--- config.mk ---
export PLATFORM = sky130hd
export DESIGN_NAME = ps2_key_rx
export DESIGN_NICKNAME = d
export VERILOG_FILES = /design/src/rtl/ps2_key_rx.sv
export SDC_FILE = /design/constraint.sdc
export NUM_CORES = 1
export LEC_CHECK = 0
export CORE_ASPECT_RATIO = 0.75
export CORE_UTILIZATION = 60
export CTS_BUF_LIST = sky130_fd_sc_hd__clkbuf_16
export DETAILED_ROUTE_END_ITERATION = 6
export PLACE_DENSITY = 0.82
export SETUP_SLACK_MARGIN = 0.05
export SLEW_MARGIN = 20
export SYNTH_ARGS = -nofsm -noshare
export SYNTH_HDL_FRONTEND = slang
export SYNTH_SLANG_ARGS = --single-unit
--- constraint.sdc ---
create_clock -name clk_sys -period 4 [get_ports clk_sys]
set_input_delay 0.8 -clock clk_sys [delete_from_list [all_inputs] [get_ports clk_sys]]
set_output_delay 0.8 -clock clk_sys [all_outputs]
set_load 0.01 [all_outputs]
--- src/rtl/ps2_key_rx.sv ---
// ps2_key_rx: receive-only PS/2 keyboard front end.
// Synchronises and deglitches the raw PS/2 clock/data lines, deframes 11-bit
// frames (start, 8 data LSB first, odd parity, stop), and folds E0/F0/E1
// prefixes into one event word per key press or release.
//
// Ports:
//   clk_sys     - system clock (8 MHz), the only clock
//   reset_n     - asynchronous active-low reset
//   ps2_clk     - raw keyboard clock (asynchronous)
//   ps2_dat     - raw keyboard data (asynchronous)
//   ps2_key     - event word: [10] toggle, [9] make, [8] E0-extended, [7:0] scancode
//   rx_error    - one-cycle pulse on parity, stop-bit or timeout error
//   byte_strobe - one-cycle pulse for each good byte, prefixes included
//   byte_data   - last good byte, held after byte_strobe
module ps2_key_rx #(
  parameter int unsigned FILTER  = 8,
  parameter int unsigned TIMEOUT = 8000
) (
  input  logic        clk_sys,
  input  logic        reset_n,
  input  logic        ps2_clk,
  input  logic        ps2_dat,
  output logic [10:0] ps2_key,
  output logic        rx_error,
  output logic        byte_strobe,
  output logic [7:0]  byte_data
);

  localparam int unsigned FW = (FILTER  > 1) ? $clog2(FILTER)  : 1;
  localparam int unsigned TW = (TIMEOUT > 1) ? $clog2(TIMEOUT) : 1;

  // ---------------- input conditioning ----------------
  // Bit 0 carries the clock line, bit 1 the data line.
  logic [1:0]    raw;
  logic [1:0]    sync1;
  logic [1:0]    sync2;
  logic [1:0]    filt;
  logic [FW-1:0] fcnt [2];
  logic          clk_filt_d;
  logic          tick;

  assign raw = {ps2_dat, ps2_clk};

  always_ff @(posedge clk_sys or negedge reset_n) begin
    if (!reset_n) begin
      sync1      <= '1;
      sync2      <= '1;
      filt       <= '1;
      clk_filt_d <= 1'b1;
      tick       <= 1'b0;
      for (int unsigned i = 0; i < 2; i++) fcnt[i] <= '0;
    end else begin
      sync1      <= raw;
      sync2      <= sync1;
      clk_filt_d <= filt[0];
      tick       <= clk_filt_d & ~filt[0];
      // The filtered level follows only on the FILTER-th consecutive
      // differing sample; any agreeing sample restarts the count.
      for (int unsigned i = 0; i < 2; i++) begin
        if (sync2[i] != filt[i]) begin
          if (fcnt[i] == FW'(FILTER - 1)) begin
            filt[i] <= sync2[i];
            fcnt[i] <= '0;
          end else begin
            fcnt[i] <= fcnt[i] + 1'b1;
          end
        end else begin
          fcnt[i] <= '0;
        end
      end
    end
  end

  // ---------------- frame state machine ----------------
  typedef enum logic [1:0] {IDLE, SHIFT, CHECK} state_t;

  state_t        state, state_n;
  logic [3:0]    bit_cnt, bit_cnt_n;
  logic [8:0]    shreg, shreg_n;
  logic [TW-1:0] tcnt, tcnt_n;
  logic          err_n, strobe_n;
  logic [7:0]    data_n;

  always_ff @(posedge clk_sys or negedge reset_n) begin
    if (!reset_n) begin
      state       <= IDLE;
      bit_cnt     <= '0;
      shreg       <= '0;
      tcnt        <= '0;
      rx_error    <= 1'b0;
      byte_strobe <= 1'b0;
      byte_data   <= '0;
    end else begin
      state       <= state_n;
      bit_cnt     <= bit_cnt_n;
      shreg       <= shreg_n;
      tcnt        <= tcnt_n;
      rx_error    <= err_n;
      byte_strobe <= strobe_n;
      byte_data   <= data_n;
    end
  end

  // The frame verdict is evaluated on the stop-bit tick itself so that the
  // registered strobe/error/data coincide with the single CHECK cycle.
  always_comb begin
    state_n   = state;
    bit_cnt_n = bit_cnt;
    shreg_n   = shreg;
    tcnt_n    = tcnt;
    err_n     = 1'b0;
    strobe_n  = 1'b0;
    data_n    = byte_data;
    unique case (state)
      IDLE: begin
        tcnt_n = '0;
        if (tick && !filt[1]) begin
          state_n   = SHIFT;
          bit_cnt_n = '0;
        end
      end
      SHIFT: begin
        if (tick) begin
          tcnt_n = '0;
          if (bit_cnt == 4'd9) begin
            state_n = CHECK;
            if ((^shreg) && filt[1]) begin
              strobe_n = 1'b1;
              data_n   = shreg[7:0];
            end else begin
              err_n = 1'b1;
            end
          end else begin
            shreg_n   = {filt[1], shreg[8:1]};
            bit_cnt_n = bit_cnt + 4'd1;
          end
        end else if (tcnt == TW'(TIMEOUT - 1)) begin
          err_n   = 1'b1;
          state_n = IDLE;
          tcnt_n  = '0;
        end else begin
          tcnt_n = tcnt + 1'b1;
        end
      end
      CHECK: state_n = IDLE;
      default: state_n = IDLE;
    endcase
  end

  // ---------------- event decoder ----------------
  logic       ext;
  logic       brk;
  logic [2:0] pause_skip;

  always_ff @(posedge clk_sys or negedge reset_n) begin
    if (!reset_n) begin
      ps2_key    <= '0;
      ext        <= 1'b0;
      brk        <= 1'b0;
      pause_skip <= '0;
    end else if (byte_strobe) begin
      if (pause_skip != 3'd0) begin
        pause_skip <= pause_skip - 3'd1;
      end else begin
        case (byte_data)
          8'hE1: pause_skip <= 3'd7;
          8'hE0: ext <= 1'b1;
          8'hF0: brk <= 1'b1;
          8'hAA, 8'hFA, 8'hEE, 8'hFE, 8'h00, 8'hFF: begin
          end
          default: begin
            ps2_key <= {~ps2_key[10], ~brk, ext, byte_data};
            ext     <= 1'b0;
            brk     <= 1'b0;
          end
        endcase
      end
    end else if (rx_error) begin
      ext <= 1'b0;
      brk <= 1'b0;
    end
  end

endmodule

==> run_results.csv <==
group,metric,value,unit
setup_path,timing.rr.end,"ps2_key[5]$_DFFE_PN0P_",
power_and_ir_drop,powerDensity,477,nW/um^2
synth,synth_nets,281,
final_layout,fillerInstances,331,
placed_design,numPortBuffers,24,
final_layout,design_area,3730,um^2
routing,wire_per_inst,15.9,um
final_layout,multi_input_area,1370,um^2
setup_path,crit_family,"compound AO/OA/AOI/OAI gates",
sta,tightest_slew,0.871,ns
setup_path,cp_num_buf_inv,0,
placed_design,gp_congestion,0.816,
final_layout,layout.nets,307,
worst_hold_path,hp-class,"register to register",
placed_design,placed_cell_area,3450,um^2
synth,synth_area,3180,um^2
setup_path,cp-startpoint,"byte_data[2]$_DFFE_PN0P_",
setup_path,crit_end,"ps2_key[5]$_DFFE_PN0P_",
cts,numCtsBuffers,9,
cts,postCtsSetupBuffers,0,
setup_path,timing.rr.start,"byte_data[2]$_DFFE_PN0P_",
synth,synth.yosys.warnings,0,
sta,period_share,0.636,
synth,ys_seq_elements,68,
synth,synth.area.top_cells,"dfrtp_1 48%, mux2_2 6.0%, dfstp_2 5.8%, ha_1 3.5%, mux2_4 3.3%",
routing,vias,2117,
setup_path,path_depth,5,
cts,path_clk_slew,0.05,ns
power_and_ir_drop,peakVddDrop,0.376,mV
job,max_cap_violations,0,
setup_path,endpoint_kind,"register",
synth,yosysMostFrequentCell,"dfrtp_1",
grt,antenna_found_initial,0,
setup_path,rrSetupSlack,1.46,ns
setup_path,path_class,"register to register",
setup_path,worstPathMaxFanout,9,
setup_path,cpMaxStageDelayCell,"o21bai_1",
synth,syn_avg_cell_area,11.9,um^2
sta,fin_crit,2.54,ns
routing,vias_per_cell,5.71,
sta,rsz0062_at_grt,"false",
sta,fmax,0.393,GHz
die,die_w,86.0,um
die,row_count,22,
sta,fin_skew,0.00870,ns
grt,grt_pass1_vias,2036,
power_and_ir_drop,power_leakage,1.74,nW
synth,synth_ff_type,"dfrtp_1",
outcome,status,"finished clean",
routing,ant_nets,0,
cts,cts.sinks,68,
cts,htreeDepth,3,
final_layout,syn2layout_area_growth,17.3,%
cts,worstSkewPairLatency,0.33,ns
sta,max_slew_margin,0.418,
routing,postRouteWirelength,5.90,mm
grt,grt-ovfl-total,0,
setup_path,path_cells,"nor3_1 -> nor2b_1 -> a21oi_1 -> o21bai_1 -> mux2_2",
setup_path,required,4.21,ns
setup_path,start_kind,"register",
die,ios,25,
sta,setup_viol,0,
placed_design,place_hpwl,3.91,mm
sta,hold_viol_final,0,
synth,synth_top_cells_by_count,"61 x dfrtp_1, 17 x mux2_2, 15 x nand2_1",
final_layout,drive_above_1_share,0.171,
cts,cts.path.max_buffers,2,
die,dieArea,5590,um^2
synth,synth-async-reset-ratio,1.00,
setup_path,arrival,2.75,ns
final_layout,register_area,1710,um^2
setup_path,reg2regPathDepth,5,
routing,drc,0,
setup_path,critical_path.max_stage_delay,0.72,ns
grt,track_usage,0.244,
sta,slew_viol_final,0,
sta,tns,0,ns
routing,drtIter0Drc,136,
grt,grt_first_pass_wirelength,10.0,mm
synth,yosys.area.top_type,"dfrtp_1",
die,start_util,0.638,
cts,ctsHoldBuffers,0,
cts,cts_resized,0,
synth,synth_seq_area_share,0.538,
die,coreArea,4980,um^2
synth,netlist.area_leader.share,0.481,
synth,syn_inst,268,
cts,cts-root-buf,"clkbuf_16",
grt,grt_max_degree,50,
synth,synth_edf_count,0,
synth,ys_types,50,
routing,firstDrtPassIters,4,
final_layout,num_antenna_cells,0,
die,die_y,65.0,um
cts,cts_tree,"built",
how the worst min path moves through the flow:
stage / from / end / cells past startpoint
after global placement: sync1[0]$_DFF_PN1_ / sync2[0]$_DFF_PN1_ / 0
after global routing: sync1[0]$_DFF_PN1_ / sync2[0]$_DFF_PN1_ / 0
final: sync1[1]$_DFF_PN1_ / sync2[1]$_DFF_PN1_ / 0
after detailed placement: sync1[0]$_DFF_PN1_ / sync2[0]$_DFF_PN1_ / 0
after CTS: sync1[0]$_DFF_PN1_ / sync2[0]$_DFF_PN1_ / 0
after floorplan: sync1[0]$_DFF_PN1_ / sync2[0]$_DFF_PN1_ / 0
placed cells by master (no fill, tap or decap), types with 2 or more instances in the layout:
master           instances
a211oi_1                 3
a21o_1                   5
a21oi_1                  6
a22o_1                   7
and2_1                   8
buf_4                    2
clkbuf_16                9
clkdlybuf4s50_1         23
clkinvlp_4               2
dfrtp_1                 61
dfstp_2                  7
ha_1                     9
inv_1                   12
mux2_2                  17
mux2_4                   7
mux2i_1                  6
nand2_1                 15
nand2b_1                 6
nand3_1                 12
nand3b_1                 3
nand4_1                  5
nor2_1                  13
nor2b_1                  2
nor3_1                   3
nor3b_1                  2
nor4_1                   2
o21ai_0                 14
o31ai_1                  3
or3_1                    2
xnor2_1                  5
xnor3_1                  2
xor2_1                   5
through the flow:
stage | worst slack [ns] | hold WS (ns) | total power [mW] | utilization | cells
final | 1.46 | 0.354 | 1.78 | 0.748 | 371
after global routing | 1.26 | 0.358 | 1.87 | 0.748 | 371
after CTS | 1.44 | 0.355 | 1.80 | 0.748 | 371
after detailed placement | 1.45 | 0.347 | 1.09 | 0.693 | 355
after global placement | 1.58 | 0.346 | 1.07 | 0.693 | 355
after floorplan | 2.01 | 0.345 | 1.02 | - | 268
report_power, final:
group          internal (mW)  switching [mW]  total [mW]
logic                  0.116           0.142       0.258
clock network          0.416           0.283       0.699
registers              0.767          0.0546       0.822
area by class of cell:
| class | instances | share of cell area |
|---|---|---|
| flip-flops and latches | 68 | 0.459 |
| multi-input cells | 180 | 0.369 |
| repair buffers | 25 | 0.0658 |
| clock buffers | 9 | 0.0604 |
| well taps | 72 | 0.0242 |
| clock inverters | 7 | 0.0121 |
| inverters | 10 | 0.0101 |
layer usage:
metal	wire length, um	up-vias	track usage
met1	2870	1058	0.332
met4	125	0	0.110
li1	-	1007	-
met2	2720	40	0.368
met3	189	12	0.0688
met5	0	-	0
flip-flops by register name, summed over array words and instances, names as in the netlist, 2 cells and up:
signal / flops
fcnt: 6
pause_skip: 3
shreg: 9
sync2: 2
bit_cnt: 4
byte_data: 8
state: 2
filt: 2
ps2_key: 11
sync1: 2
tcnt: 13
cells by family (layout without fill, tap and decap cells):
| logic type | count (synthesis) | after routing | synth area share |
|---|---|---|---|
| AO/OA/AOI/OAI | 48 | 48 | 0.106 |
| XOR/XNOR | 12 | 12 | 0.0417 |
| adder cells (fa/ha/maj) | 9 | 9 | 0.0354 |
| buffers and inverters | 20 | 51 | 0.0291 |
| flip-flops | 68 | 68 | 0.538 |
| multiplexers | 30 | 30 | 0.112 |
| AND/OR/NAND/NOR | 81 | 81 | 0.137 |
Power figures use the tool's default switching activity.
